$ cat src/rtl/timer_edit_pkg.sv
`default_nettype none
// ============================================================================
// timer_edit_pkg : state encoding and field select codes for the timer editor
// Rev 1.0
// ============================================================================
package timer_edit_pkg;

  typedef enum logic [1:0] {
    IDLE    = 2'd0,
    EDIT_HH = 2'd1,
    EDIT_MM = 2'd2,
    EDIT_SS = 2'd3
  } state_e;

  localparam logic [3:0] CODE_IDLE = 4'd0;
  localparam logic [3:0] CODE_HH   = 4'd10;
  localparam logic [3:0] CODE_MM   = 4'd11;
  localparam logic [3:0] CODE_SS   = 4'd12;

  function automatic logic [3:0] field_code(state_e s);
    case (s)
      EDIT_HH: return CODE_HH;
      EDIT_MM: return CODE_MM;
      EDIT_SS: return CODE_SS;
      default: return CODE_IDLE;
    endcase
  endfunction

endpackage
`default_nettype wire

$ cat src/rtl/ctrl_edit_timer_if.sv
`default_nettype none
// ============================================================================
// ctrl_edit_timer_if : button levels in, field select and step pulses out
// Rev 1.0
// ============================================================================
interface ctrl_edit_timer_if;

  logic       btn_edit;
  logic       btn_left;
  logic       btn_right;
  logic       btn_up;
  logic       btn_down;
  logic [3:0] en_count;
  logic       enUP;
  logic       enDOWN;
  logic       edit_mode;

  modport master (
    output btn_edit, btn_left, btn_right, btn_up, btn_down,
    input  en_count, enUP, enDOWN, edit_mode
  );

  modport slave (
    input  btn_edit, btn_left, btn_right, btn_up, btn_down,
    output en_count, enUP, enDOWN, edit_mode
  );

endinterface
`default_nettype wire

$ cat src/rtl/repeat_pulse_gen.sv
`default_nettype none
// ============================================================================
// repeat_pulse_gen : rising-edge pulse with hold-to-repeat, clearable
// Rev 1.0
// ============================================================================
module repeat_pulse_gen #(
  parameter int unsigned REPEAT_DELAY  = 50_000_000,
  parameter int unsigned REPEAT_PERIOD = 10_000_000
) (
  input  logic clk,
  input  logic reset,
  input  logic btn,
  input  logic clr,
  output logic pulse
);

  localparam int unsigned CNT_W = (REPEAT_DELAY < 1) ? 1 : $clog2(REPEAT_DELAY + 1);
  localparam logic [CNT_W-1:0] C_ONE    = CNT_W'(1);
  localparam logic [CNT_W-1:0] C_MAX    = '1;
  localparam logic [CNT_W-1:0] C_DELAY  = CNT_W'(REPEAT_DELAY);
  localparam logic [CNT_W-1:0] C_PERIOD = CNT_W'(REPEAT_PERIOD);

  logic             prev_q,   prev_d;
  logic             active_q, active_d;
  logic             rep_q,    rep_d;
  logic [CNT_W-1:0] cnt_q,    cnt_d;
  logic             pulse_q,  pulse_d;

  // cnt_q counts clock edges since the last emitted pulse
  always_comb begin
    prev_d   = btn;
    active_d = active_q;
    rep_d    = rep_q;
    cnt_d    = cnt_q;
    pulse_d  = 1'b0;
    if (clr) begin
      active_d = 1'b0;
      rep_d    = 1'b0;
      cnt_d    = '0;
    end else if (btn && !prev_q) begin
      active_d = 1'b1;
      rep_d    = 1'b0;
      cnt_d    = C_ONE;
      pulse_d  = 1'b1;
    end else if (btn && active_q) begin
      if (cnt_q == (rep_q ? C_PERIOD : C_DELAY)) begin
        pulse_d = 1'b1;
        rep_d   = 1'b1;
        cnt_d   = C_ONE;
      end else if (cnt_q != C_MAX) begin
        cnt_d = cnt_q + C_ONE;
      end
    end else begin
      active_d = 1'b0;
      rep_d    = 1'b0;
      cnt_d    = '0;
    end
  end

  // prev_q resets high so a button held through reset is not seen as an edge
  always_ff @(posedge clk or negedge reset) begin
    if (!reset) begin
      prev_q   <= 1'b1;
      active_q <= 1'b0;
      rep_q    <= 1'b0;
      cnt_q    <= '0;
      pulse_q  <= 1'b0;
    end else begin
      prev_q   <= prev_d;
      active_q <= active_d;
      rep_q    <= rep_d;
      cnt_q    <= cnt_d;
      pulse_q  <= pulse_d;
    end
  end

  assign pulse = pulse_q;

endmodule
`default_nettype wire

$ cat src/rtl/ctrl_edit_timer.sv
`default_nettype none
// ============================================================================
// ctrl_edit_timer : edit-mode FSM selecting HH/MM/SS with up/down step pulses
// Rev 1.0
// ============================================================================
module ctrl_edit_timer
  import timer_edit_pkg::*;
#(
  parameter int unsigned REPEAT_DELAY  = 50_000_000,
  parameter int unsigned REPEAT_PERIOD = 10_000_000
) (
  input  logic              clk,
  input  logic              reset,
  ctrl_edit_timer_if.slave  bus
);

  state_e     state_q, state_d;
  logic       edit_prev_q,  edit_prev_d;
  logic       left_prev_q,  left_prev_d;
  logic       right_prev_q, right_prev_d;
  logic [3:0] en_count_q,   en_count_d;
  logic       edit_mode_q,  edit_mode_d;

  logic edit_edge, left_edge, right_edge, step_right, step_left;
  logic repeat_clr;
  logic up_pulse, down_pulse;

  assign edit_edge  = bus.btn_edit  & ~edit_prev_q;
  assign left_edge  = bus.btn_left  & ~left_prev_q;
  assign right_edge = bus.btn_right & ~right_prev_q;
  assign step_right = right_edge & ~left_edge;
  assign step_left  = left_edge  & ~right_edge;

  always_comb begin
    state_d      = state_q;
    edit_prev_d  = bus.btn_edit;
    left_prev_d  = bus.btn_left;
    right_prev_d = bus.btn_right;
    case (state_q)
      IDLE: begin
        if (edit_edge) state_d = EDIT_HH;
      end
      EDIT_HH: begin
        if (edit_edge)       state_d = IDLE;
        else if (step_right) state_d = EDIT_MM;
        else if (step_left)  state_d = EDIT_SS;
      end
      EDIT_MM: begin
        if (edit_edge)       state_d = IDLE;
        else if (step_right) state_d = EDIT_SS;
        else if (step_left)  state_d = EDIT_HH;
      end
      EDIT_SS: begin
        if (edit_edge)       state_d = IDLE;
        else if (step_right) state_d = EDIT_HH;
        else if (step_left)  state_d = EDIT_MM;
      end
      default: state_d = IDLE;
    endcase
    en_count_d  = field_code(state_d);
    edit_mode_d = (state_d != IDLE);
    // Any state change or chord of up+down forces a fresh edge before stepping
    repeat_clr  = (state_q == IDLE) || (state_d != state_q) ||
                  (bus.btn_up && bus.btn_down);
  end

  always_ff @(posedge clk or negedge reset) begin
    if (!reset) begin
      state_q      <= IDLE;
      edit_prev_q  <= 1'b1;
      left_prev_q  <= 1'b1;
      right_prev_q <= 1'b1;
      en_count_q   <= CODE_IDLE;
      edit_mode_q  <= 1'b0;
    end else begin
      state_q      <= state_d;
      edit_prev_q  <= edit_prev_d;
      left_prev_q  <= left_prev_d;
      right_prev_q <= right_prev_d;
      en_count_q   <= en_count_d;
      edit_mode_q  <= edit_mode_d;
    end
  end

  repeat_pulse_gen #(
    .REPEAT_DELAY  (REPEAT_DELAY),
    .REPEAT_PERIOD (REPEAT_PERIOD)
  ) u_up_gen (
    .clk   (clk),
    .reset (reset),
    .btn   (bus.btn_up),
    .clr   (repeat_clr),
    .pulse (up_pulse)
  );

  repeat_pulse_gen #(
    .REPEAT_DELAY  (REPEAT_DELAY),
    .REPEAT_PERIOD (REPEAT_PERIOD)
  ) u_down_gen (
    .clk   (clk),
    .reset (reset),
    .btn   (bus.btn_down),
    .clr   (repeat_clr),
    .pulse (down_pulse)
  );

  assign bus.en_count  = en_count_q;
  assign bus.edit_mode = edit_mode_q;
  assign bus.enUP      = up_pulse;
  assign bus.enDOWN    = down_pulse;

endmodule
`default_nettype wire

$ cat src/flat_wrapper.sv
// flat-port wrapper written by rule: the top's interface ports become plain ports
module ctrl_edit_timer_flat import timer_edit_pkg::*;
#(
  parameter int unsigned REPEAT_DELAY  = 50_000_000,
  parameter int unsigned REPEAT_PERIOD = 10_000_000
)
  (clk, reset, bus_btn_edit, bus_btn_left, bus_btn_right, bus_btn_up, bus_btn_down, bus_en_count, bus_enUP, bus_enDOWN, bus_edit_mode);
  ctrl_edit_timer_if bus_i ();
  input  logic clk;
  input  logic reset;
  input wire logic [$bits(bus_i.btn_edit)-1:0] bus_btn_edit;
  input wire logic [$bits(bus_i.btn_left)-1:0] bus_btn_left;
  input wire logic [$bits(bus_i.btn_right)-1:0] bus_btn_right;
  input wire logic [$bits(bus_i.btn_up)-1:0] bus_btn_up;
  input wire logic [$bits(bus_i.btn_down)-1:0] bus_btn_down;
  output wire logic [$bits(bus_i.en_count)-1:0] bus_en_count;
  output wire logic [$bits(bus_i.enUP)-1:0] bus_enUP;
  output wire logic [$bits(bus_i.enDOWN)-1:0] bus_enDOWN;
  output wire logic [$bits(bus_i.edit_mode)-1:0] bus_edit_mode;
  assign bus_i.btn_edit = bus_btn_edit;
  assign bus_i.btn_left = bus_btn_left;
  assign bus_i.btn_right = bus_btn_right;
  assign bus_i.btn_up = bus_btn_up;
  assign bus_i.btn_down = bus_btn_down;
  assign bus_en_count = bus_i.en_count;
  assign bus_enUP = bus_i.enUP;
  assign bus_enDOWN = bus_i.enDOWN;
  assign bus_edit_mode = bus_i.edit_mode;
  ctrl_edit_timer #(.REPEAT_DELAY(REPEAT_DELAY), .REPEAT_PERIOD(REPEAT_PERIOD)) u_core (.clk(clk), .reset(reset), .bus(bus_i));
endmodule
$ cat config.mk
export PLATFORM = sky130hd
export DESIGN_NAME = ctrl_edit_timer_flat
export DESIGN_NICKNAME = d
export VERILOG_FILES = /design/src/rtl/timer_edit_pkg.sv /design/src/rtl/ctrl_edit_timer_if.sv /design/src/rtl/repeat_pulse_gen.sv /design/src/rtl/ctrl_edit_timer.sv /design/src/flat_wrapper.sv
export SDC_FILE = /design/constraint.sdc
export NUM_CORES = 1
export LEC_CHECK = 0
export BUFFER_PORTS_ARGS = -buffer_cell sky130_fd_sc_hd__clkbuf_2
export CAP_MARGIN = 20
export CORE_MARGIN = 1.5
export CORE_UTILIZATION = 40
export DETAILED_ROUTE_END_ITERATION = 6
export GPL_TIMING_DRIVEN = 0
export PLACE_DENSITY = 0.59
export SETUP_SLACK_MARGIN = 0.1
export SLEW_MARGIN = 20
export SYNTH_ARGS = -nofsm -noshare
export SYNTH_HDL_FRONTEND = slang
export SYNTH_SLANG_ARGS = --single-unit
$ cat constraint.sdc
create_clock -name clk -period 1.8 [get_ports clk]
set_input_delay 0.36 -clock clk [delete_from_list [all_inputs] [get_ports clk]]
set_output_delay 0.36 -clock clk [all_outputs]
set_load 0.1 [all_outputs]
==> results summary <==
The static leakage power is 2.220 nW. The share of flip-flops with an asynchronous set or reset after synthesis is 100.0%. In this run the mean area of a mapped cell was 9.706 µm².

In this run the worst path has a maximum fanout of 5. The slowest stage of the critical path belongs to the cell dfrtp_1. The final core utilization is 59.45%. The flow ran to the end, but the final reports show violations. The post-layout minimum cycle time came out at 1.843 ns. Detailed placement finished with a half-perimeter wire length of 6149 µm. The worst-case headroom to the max-slew limit came out at 56.31%. The core outline area is 9371 µm². The overall die area is 10410 µm².

The weighted congestion at the end of routability-driven global placement is 0.8459. The hold path startpoint is bus_btn_left. The overall die width is 102.0 µm. The number of failing hold endpoints at the final stage was 0. In the finished design, the share of the clock period the worst path needs comes to 102.4%. The number of nets produced by synthesis is 418. The worst hold path terminates at u_core.left_prev_q. The initial DRC count came out at 167. The all-layer global routing usage is 21.19%.

The maximum level of the CTS H-tree came out at 3. The synthesized area came out at 3921 µm². The instance area at placement is 4200 µm². The die height is 102.0 µm. Setup repair after global routing could not meet its margin everywhere.

The post-route standard cell area excluding fillers came out at 5572 µm². The largest stage delay on the critical path came out at 0.34 ns. TritonCTS created 9 clock buffers.

The checks that failed: negative setup slack. In the synthesized netlist the dominant register cell turns out to be dfrtp_1. The instance count along the most critical hold path is 1. The total inserted antenna cells is 0. The count of vias placed by the detailed router came out at 3497. The worst setup path is launched from a flip-flop.

The number of antenna violations at the first check in global routing is 0. In this run the critical register-to-register path is captured at u_core.u_up_gen.cnt_q[22]. The number of standard-cell rows in the floorplan came out at 35. The effective utilization at floorplan is 41.84%. The wire length of the first global-routing pass is 17090 µm. The share of the Yosys chip area taken by registers is 44.19%.

The clock network latency to the later pin of the worst-skew pair is 0.36 ns. The worst path arrival time is 2.09 ns. Across the run, the number of max-cap violations was 0. The number of synthesized register bits came out at 69.

Counting every sink on the clock net gives 69. The final number of max-transition violations was 0. Cells with a size suffix above 1 make up 47.48% of the layout. Dividing the detail-routed wire length by the instance count gives 16.82 µm. On the final layout, the worst hold slack is 0.1251 ns. The number of port buffers is 13. The total DRC errors in the routed layout came out at 0.

The remaining global-route overflow is 0. The cell sitting at the root of the clock tree is a clkbuf_8. The overall routed net length is 10530 µm. The category of the critical setup timing path is flip-flop to flip-flop. The number of iterations in the first detailed-routing pass is 4. The tightest min-delay check is of the input pin to flip-flop type. TritonCTS built the clock tree.

The post-detailed-route count of antenna-violating nets came out at 0. The post-synthesis cell count is 404. Traced cell by cell, the critical path runs through buf_6 > buf_4 > nand4_1 > buf_4 > nor4_4 > buf_4 > nand4_1 > xor2_1 > nor2_2. Pin placement for this block handled 14 I/O pins. The number of enable flip-flop cells after synthesis is 0.

The number of global-route vias before repair is 3389. By instance count, the cell type seen most on the critical path is buf_4. For flop-to-flop paths, the worst setup slack is -0.04 ns.

The startpoint identified for the worst register-to-register timing path is u_core.u_up_gen.cnt_q[13]. The count of cells along the worst register-to-register path came out at 9. The post-placement cell count is 547.

The maximum count of clock buffers along a single path came out at 2. The final count of negative-setup-slack endpoints is 23. For this run, the top clock speed supported by timing is 542.5 MHz. For this run, the number of Yosys warnings is 0. The mean number of vias per cell came out at 5.586. Entering global routing, the biggest net connects 39 pins. The worst setup margin is -0.04320 ns. The final setup skew is 0.01889 ns. The number of nets in the final layout is 506. The slew of the pin with the lowest slew margin is 0.6493 ns.

The clock slew at the register clock pins of the worst setup and hold paths is 0.08 ns. The signed area change from the synthesized netlist to the final layout came out at 42.09%. The kind of capture point of the worst setup path is a flip-flop. The critical path required time came out at 2.04 ns. The power per cell area is 692.4 nW/µm². The number of standard cells in the final layout excluding fillers is 626. The peak supply drop came out at 0.001185 V. In this run, distinct cell masters in the synthesized netlist total 57.
## where the power goes
group	internal, mW	switching, mW
Clock	0.644	0.658
Combinational	0.231	0.629
Sequential	1.63	0.0699
## synth_stat cells, types with 4 or more instances
master,count,share of area (%)
dfstp_2,5,3.4
o21ai_0,12,1.5
inv_1,19,1.8
ha_1,7,2.2
nand2_1,26,2.5
buf_2,6,0.77
and4_1,10,2.2
clkbuf_1,4,0.38
xnor2_1,30,6.7
a21oi_1,25,3.2
nand4_1,20,3.2
nor3_1,9,1.1
a211oi_1,8,1.5
nand2b_1,5,0.80
nor4_1,4,0.64
nand3_1,21,2.7
xor2_1,12,2.7
nor2_1,44,4.2
and3_1,8,1.3
buf_6,4,1.1
dfrtp_1,64,41
## kinds of logic after synthesis
family                   after synthesis  share of synthesized area, %
AND/OR/NAND/NOR                      182                         28.02
flip-flops                            69                         44.19
AO/OA/AOI/OAI                         68                         11.49
XOR/XNOR                              42                         9.381
buffers and inverters                 36                         4.690
adder cells (fa/ha/maj)                7                         2.233
## metal layers
| metal | vias to the layer above | track usage (%) | wire (µm) |
|---|---|---|---|
| met2 | 85 | 32.76 | 5121 |
| met3 | 17 | 3.762 | 438 |
| li1 | 1638 | - | - |
| met1 | 1757 | 30.29 | 4837 |
| met4 | 0 | 6.849 | 130 |
| met5 | - | 0 | 0 |
## worst max-delay path: cells and delay by family, from the launching register on
kind	cells	cell delay [ns]
xor gates and xnor gates	1	0.19
buffers and inverters	4	0.62
DFF	1	0.34
and+or+nand+nor	4	0.59
## timing repair
item | in CTS | in global routing
gates cloned | 5 | 0
gates resized for setup | 108 | 68
hold buffers | 1 | 0
endpoints found under the setup margin | 60 | 60
endpoints found under the hold margin | 27 | 0
setup buffers | 41 | 16
pin swaps | 49 | 36
## placed cells by master (no fill, tap or decap), drive strengths merged, types with 10 or more instances in the layout
cell,synthesis,final
a21oi,25,25
and4,10,10
buf,13,79
clkbuf,4,23
dfrtp,64,64
inv,19,20
nand2,27,27
nand3,22,22
nand4,24,24
nor2,44,44
nor3,10,10
nor4,10,10
o21ai,16,16
xnor2,30,30
xor2,12,12
## stage by stage
step	total power [mW]	setup slack, ns	setup TNS, ns
3_3_place_gp	2.391	-0.3364	-20.63
5_1_grt	4.006	-0.1304	-3.672
2_1_floorplan	2.252	0.06598	0
6_report	3.858	-0.04320	-0.3596
4_1_cts	3.803	-0.04803	-0.8484
3_5_place_dp	2.406	-0.3154	-9.005
## how the worst max path moves through the flow
stage	start	to	slack, ns
finish	u_core.u_up_gen.cnt_q[13]	u_core.u_up_gen.cnt_q[22]	-0.04
global route	u_core.u_up_gen.cnt_q[13]	u_core.u_up_gen.cnt_q[20]	-0.13
CTS	u_core.u_up_gen.cnt_q[13]	u_core.u_up_gen.cnt_q[3]	-0.05
detailed placement	u_core.u_down_gen.cnt_q[0]	u_core.u_down_gen.cnt_q[0]	-0.32
global placement	u_core.u_up_gen.cnt_q[0]	u_core.u_up_gen.cnt_q[0]	-0.34
floorplan	u_core.right_prev_q	u_core.bus.en_count[1]	0.07
## registers in the layout, summed over array words and instances, names as in the netlist, 2 cells and up
name / cells
u_core.u_down_gen.cnt_q: 26
u_core.u_up_gen.cnt_q: 26
u_core.bus.en_count: 4
u_core.state_q: 2
## area by class of cell
cell class,count,area (µm²)
plain buffers,17,156.4
clock buffers,9,123.9
clock inverters,7,75.07
fillers,758,3800
inverters,19,71.32
multi-input cells,299,2590
flip-flops and latches,69,1750
well taps,129,161.4
repair buffers,77,643.1
(Power assumes the default switching activity.)
